## src/rtl/uart_tx_fifo.sv

```systemverilog
// uart_tx_fifo: byte FIFO that feeds a uart transmitter one frame at a time
module uart_tx_fifo #(
    parameter int DEPTH  = 16,
    parameter int ADDR_W = 4
) (
    input  logic              clk,
    input  logic              rst,
    input  logic              wr_en,
    input  logic [7:0]        wr_data,
    input  logic              flush,
    input  logic              clr_ovf,
    output logic              full,
    output logic              empty,
    output logic [ADDR_W:0]   count,
    output logic              overflow,
    output logic [7:0]        tx_data,
    output logic              tx_start,
    input  logic              tx_busy
);
    typedef enum logic [1:0] {IDLE, LOAD, WAIT_HI, WAIT_LO} state_t;

    localparam logic [ADDR_W:0] FULL_CNT = (ADDR_W + 1)'(DEPTH);

    state_t            state, state_nx;
    logic [7:0]        mem [DEPTH];
    logic [ADDR_W-1:0] wr_ptr, rd_ptr;
    logic              push, pop, drop;

    assign full     = count == FULL_CNT;
    assign empty    = count == '0;
    assign push     = wr_en && !full && !flush;
    assign drop     = wr_en && full && !flush;
    assign pop      = state == IDLE && !empty && !tx_busy && !flush;
    assign tx_start = state == LOAD;

    // Drain sequencing: pop, pulse start, then wait out one full busy cycle
    always_comb begin
        state_nx = state;
        case (state)
            IDLE:    state_nx = pop ? LOAD : IDLE;
            LOAD:    state_nx = WAIT_HI;
            WAIT_HI: state_nx = tx_busy ? WAIT_LO : WAIT_HI;
            default: state_nx = tx_busy ? WAIT_LO : IDLE;
        endcase
    end

    // Drain state register
    always_ff @(posedge clk or posedge rst) begin
        if (rst)
            state <= IDLE;
        else
            state <= state_nx;
    end

    // Byte storage, left unreset
    always_ff @(posedge clk) begin
        if (push)
            mem[wr_ptr] <= wr_data;
    end

    // Pointers, occupancy, output byte and sticky overflow
    always_ff @(posedge clk or posedge rst) begin
        if (rst) begin
            wr_ptr   <= '0;
            rd_ptr   <= '0;
            count    <= '0;
            tx_data  <= 8'h00;
            overflow <= 1'b0;
        end else begin
            if (flush) begin
                wr_ptr <= '0;
                rd_ptr <= '0;
                count  <= '0;
            end else begin
                if (push)
                    wr_ptr <= wr_ptr + ADDR_W'(1);
                if (pop)
                    rd_ptr <= rd_ptr + ADDR_W'(1);
                if (push != pop)
                    count <= push ? count + (ADDR_W + 1)'(1) : count - (ADDR_W + 1)'(1);
            end
            if (pop)
                tx_data <= mem[rd_ptr];
            if (drop)
                overflow <= 1'b1;
            else if (clr_ovf)
                overflow <= 1'b0;
        end
    end
endmodule

```

## config.mk

```make
export PLATFORM = sky130hd
export DESIGN_NAME = uart_tx_fifo
export DESIGN_NICKNAME = d
export VERILOG_FILES = /design/src/rtl/uart_tx_fifo.sv
export SDC_FILE = /design/constraint.sdc
export NUM_CORES = 1
export LEC_CHECK = 0
export CORE_AREA = 2 2 123 155
export CTS_CLUSTER_DIAMETER = 120
export DETAILED_ROUTE_END_ITERATION = 10
export DIE_AREA = 0 0 125 157
export GPL_TIMING_DRIVEN = 0
export PLACE_DENSITY = 0.47
export RECOVER_POWER = 100
export SYNTH_ARGS = -nofsm -noshare
export SYNTH_HDL_FRONTEND = slang
export SYNTH_SLANG_ARGS = --single-unit
```

## constraint.sdc

```tcl
create_clock -name clk -period 3.7 [get_ports clk]
set_input_delay 0.37 -clock clk [delete_from_list [all_inputs] [get_ports clk]]
set_output_delay 0.37 -clock clk [all_outputs]
set_load 0.005 [all_outputs]
```

# ---- Word level (Yosys, flattened, before mapping)
# Memories as Yosys holds them, arrays and structs flattened. A register that Yosys moved wholly into a read port is not among the register bits.
# Index checks and enable logic that the tools add are counted.
dict set report op_classes {
  div 0
  n_mux 15
  eq_ne 4
  shifts 0
  n_mul 0
  order_cmp 0
  n_bitwise 0
  n_reduce_logical 17
  addsub 4
}
# operator count
set op_table {}
lappend op_table {{4-bit two-way mux} 4}
lappend op_table {{5-bit two-way mux} 3}
lappend op_table {{4-bit by 1-bit adder with 4-bit output (second input constant)} 2}
lappend op_table {{2-bit nonzero test} 4}
lappend op_table {{1-bit logical AND} 7}
lappend op_table {{1-bit two-way mux} 6}
lappend op_table {{2-bit one-hot mux with 3 select lines} 1}
lappend op_table {{5-bit by 1-bit adder with 5-bit output (second input constant)} 1}
lappend op_table {{5-bit == test (second input constant)} 1}
lappend op_table {{5-bit zero test} 1}
lappend op_table {{5-bit by 1-bit subtractor with 5-bit output (second input constant)} 1}
lappend op_table {{1-bit zero test} 4}
lappend op_table {{2-bit by 1-bit == test with 1-bit output (second input constant)} 1}
lappend op_table {{2-bit == test (second input constant)} 1}
lappend op_table {{2-bit zero test} 1}
lappend op_table {{2-bit two-way mux} 1}
lappend op_table {{1-bit inequality test} 1}
dict set report totals {
  romBits 0
  out_inout_bits 17
  reg_bits 16
  n_memories 1
  input_bits 14
  elab_cells 46
  latch_bits 0
  mem_bits_rw 128
}
# memory depth word_bits read_ports rd_ports_with_merged_regs wr line_no
set memory_table {}
lappend memory_table {mem 16 8 1 1 1 25} ;# logic [7:0] mem [DEPTH];

# ---- Depth between registers and ports, before layout
dict set report depth {
  depth_word 8
  mapped_depth 10
  mapped_depth_nobuf 10
}

# ---- Least setup slack after synthesis
# No wires, ideal clock.
dict set report synth_path {
  path_kind {reg-to-reg}
  from {register count[0]}
  to {register count[4]}
  path_buffers 0
  required_time_ps 3618
  t_arrival_ps 2390
  setup_ps 82
  path_slack_ps 1228
  synth_period_minus_slack_ps 2472
  stages_incl_launch_ff 11
  cell_sequence {dfrtp_1 > nor4_2 > a21boi_1 > nor2b_1 > inv_1 > fa_1 > nand3_1 > nand2_1 > and3_1 > nand3b_1 > a31oi_1}
}
dict set report synth_between {
  elab_chain_len 7
  elab_cells_between_ends 16
  classes_between {add/sub: 2; eq/ne: 2; mux: 3; reduce/logical: 9}
}
# item line_no
set synth_lines {}
lappend synth_lines {{start: declaration} 14} ;# output logic [ADDR_W:0] count,
lappend synth_lines {{start signal: assignment} 80} ;# count <= push ? count + (ADDR_W + 1)'(1) : count - (ADDR_W + 1)'(1);
lappend synth_lines {{parallel branches: the longest is 7 deep, another holds 5-bit by 1-bit subtractor with 5-bit output} --}
# Parallel ways; which one is timed is not known. The select of a mux whose other input is x is not followed.
# A chain may end at the register's enable or synchronous reset.

# ---- Worst setup path after layout
# Ends and elaborated chain as after synthesis.

==> metrics.md <==
| Metric | Value |
|---|---|
| Dpl hpwl | a little under 9 mm |
| Clk pwr share | 0.387 |
| Top-level port count | 31 |
| Register area share after synthesis | 0.710 |
| Gr usage total | 0.147 |
| CTS root buf | clkbuf_16 |
| Share of cells above drive strength 1 | 0.179 |
| IO buf count | 30 |
| Initial Util | 0.347 |
| Final Util | 0.413 |
| N_diodes | 0 |
| Status | finished, final reports clean |
| Final Max Tran Viols | 0 |
| Grt ovf | 0 |
| Hold buffers post-CTS | 0 |
| Flops & latches, synth | about 150 |
| Die X | roughly 130 um |
| Vias in the first global route | 3,436 |
| Total power | 4.65 mW |
| Mean routed wirelength per cell | between 20 and 25 um |
| Finish-stage setup viols | 0 |
| Final min period | just over 3000 ps |
| Rel. slew slack | 0.330 |
| Drt drc | 0 |
| Die area | approximately 20,000 um2 |
| Final wirelength | 13.3 mm |
| First-pass GRT wire length | 20.8 mm |
| Post-Syn Area | approximately 6300 um2 |
| Layout Skew | just over 7 ps |
| Setup CP Type | reg2reg |
| EDFF count, synth | between 100 and 150 |
| DP Cell Count | around 600 |
| Post-synth ARST share | 0.158 |
| Clock-pin transition on the worst setup and hold timing paths | 60 ps |
| Placeable Area | between 15,000 and 20,000 um2 |
| Pint | around 3.5 mW |
| Setup crit end kind | flip-flop |
| Worst Path Max Fanout | 7 |
| Die height | roughly 160 um |
| Fin nets | approximately 420 |
| Clk Latency, worst-skew pair | around 420 ps |
| CTS tree | yes |
| Postcts setup bufs | 0 |
| RSZ-0062 raised after global routing | false |
| Worst-Margin Slew | about 1000 ps |
| Max clock buf depth | 2 |
| Worst Path Arrival | 3360 ps |
| 1st-pass router iterations | 4 |
| Unique cell type count in the Yosys netlist | 41 |
| PostCTS Resize Cnt | 0 |
| Leading area contributor after synthesis | edfxtp_1 |
| CTS Buf Count | 17 |
| Syn Nets | between 300 and 400 |
| Cell area power density | between 600 and 700 nW/um2 |
| Vias | around 3,200 |
| FMAX | about 330 MHz |
| Mean area per synthesized cell | 18.2 um2 |
| Final setup TNS | 0 ps |
| YS warnings | 0 |
| Period utilization | 0.817 |
| Yosys top cell area share | 0.614 |
| Routed Antenna Nets | 0 |
| R2R Setup Slk | between 600 and 700 ps |
| Initial antenna violation count | 0 |
| Hold/Removal Path Class | reg2reg |
| MaxCap Viol Count | 0 |
| 1st-iter DRT viols | 165 |
| Vias/cell | around 5 |
| Most used flip-flop cell after synthesis | edfxtp_1 |
| Layout Cells excl Fill | between 600 and 700 |
| Largest net degree at the start of global routing | 25 |
| Leak Pwr | around 2.5 nW |
| Worst EP required | 4030 ps |
| Top cells by area, synth | edfxtp_1 61%, mux4_2 12%, dfrtp_1 9.6%, mux2i_1 2.7%, ha_1 2.6% |
| Share of total power in sequential cells | 0.443 |
| RD Place Congestion | slightly below 0.8 |
| Fillers | roughly 1,600 |
| Fin. Hold Viols | 0 |
| Area Overhead vs Synth | 18.9% |
| Num Clock Sinks | 152 |
| Combinational Power Share | 0.170 |
| Switching share of power | 0.252 |
| Num rows | between 50 and 60 |
| CTS H-tree lvls | 4 |
| Cell count after synthesis | about 350 |
| Worst vdd rail ir drop | 0.000353 V |
| Crit path launch type | flip-flop |
| Net Switching | approximately 1.2 mW |
-- worst max-delay path: stages (launching register included) --
cell	delay, ps
dfrtp_1	460
nor4_1	590
a21boi_1	320
nor2b_1	260
inv_1	210
ha_1	300
a21oi_1	130
nand2_1	130
and3_1	220
nand3b_1	150
a31oi_1	170
-- state kept, by name (all words and copies together) (netlist names) --
name	cells
tx_data	8
overflow	1
mem	128
state	2
wr_ptr	4
rd_ptr	4
count	5
-- routing by layer --
layer  vias up  GRT usage  wire, um
met4         0     0.0524       225
met2        71      0.262      7200
met3        16     0.0384       576
met5         -          0         0
met1      1648      0.171      5310
li1       1452          -         -
-- synthesized netlist by cell type, drive strengths merged (2+ instances only) --
library cell and instances:
xor2 3, mux2i 17, nand2b 3, o221ai 8, a31oi 2, mux2 5, nor2 26, nor3 5
xnor2 4, or3 3, nor2b 3, dfrtp 24, clkbuf 7, a21oi 4, ha 13, buf 10
nand3 4, nand3b 2, edfxtp 128, inv 8, nand2 17, nor4 2, mux4 32, o21ai 6
-- placed cells by master, fill, tap and decap left out, types with 3 or more instances in the layout --
cell / count
or3_1: 3
nor2_1: 26
xnor2_1: 4
a21oi_1: 4
bufinv_16: 4
clkbuf_1: 11
edfxtp_1: 128
xor2_1: 3
mux2_1: 4
o21ai_0: 5
nand2_1: 17
mux2i_1: 17
buf_2: 6
ha_1: 13
o221ai_1: 8
clkdlybuf4s50_1: 4
inv_1: 8
dlygate4sd3_1: 26
dfrtp_1: 24
clkbuf_16: 17
nor2b_1: 3
nor3_2: 5
nand3_1: 4
clkinv_1: 3
mux4_2: 32
nand2b_1: 3
-- power by group through the flow --
stage               registers (mW)  logic, mW  clock network [mW]
floorplan                     2.08      0.515                   0
global placement              2.10      0.842                   0
detailed placement            2.11      0.858                   0
CTS                           2.07      0.864                1.84
global route                  2.08      0.885                1.90
finish                        2.06      0.789                1.80
-- area by class of cell --
cell class / instances / area (um2) / share of cell area
Timing Repair Buffer: 30 / 300 / 0.0403
Inverter: 8 / 30.0 / 0.00403
Clock buffer: 19 / 433 / 0.0581
Sequential cell: 152 / 4440 / 0.597
Buffer: 17 / 75.1 / 0.0101
Tap cell: 228 / 285 / 0.0383
Clock inverter: 13 / 178 / 0.0239
Multi-Input combinational cell: 168 / 1700 / 0.228
-- stage by stage --
step / worst slack [ps] / hold WS, ps / area (um2)
6_report: 677 / 492 / 7450
5_1_grt: 344 / 537 / 7450
4_1_cts: 736 / 508 / 7480
3_5_place_dp: 323 / 488 / 6870
3_3_place_gp: -90.6 / 490 / 6850
2_1_floorplan: 1230 / 385 / 6260
-- cells by family (layout without fill, tap and decap cells) --
group,count (synthesis),in the layout,share of synthesized area
AND/OR/NAND/NOR,70,70,0.0533
multiplexers,54,54,0.151
AO/OA/AOI/OAI,23,23,0.0296
buffers and inverters,25,87,0.0172
XOR/XNOR,7,7,0.00979
flip-flops,152,152,0.710
adder cells (fa/ha/maj),14,14,0.0292
-- worst paths after layout --
kind,startpoint,endpoint,depth (start not counted)
max reg2reg,count[0],count[4],10
max,count[0],count[4],10
min reg2reg,tx_data[0],tx_data[0],2
min in group asynchronous,rst,state[0],2
min,tx_data[0],tx_data[0],2
max in group asynchronous,rst,count[1],2
(Power assumes the default switching activity.)
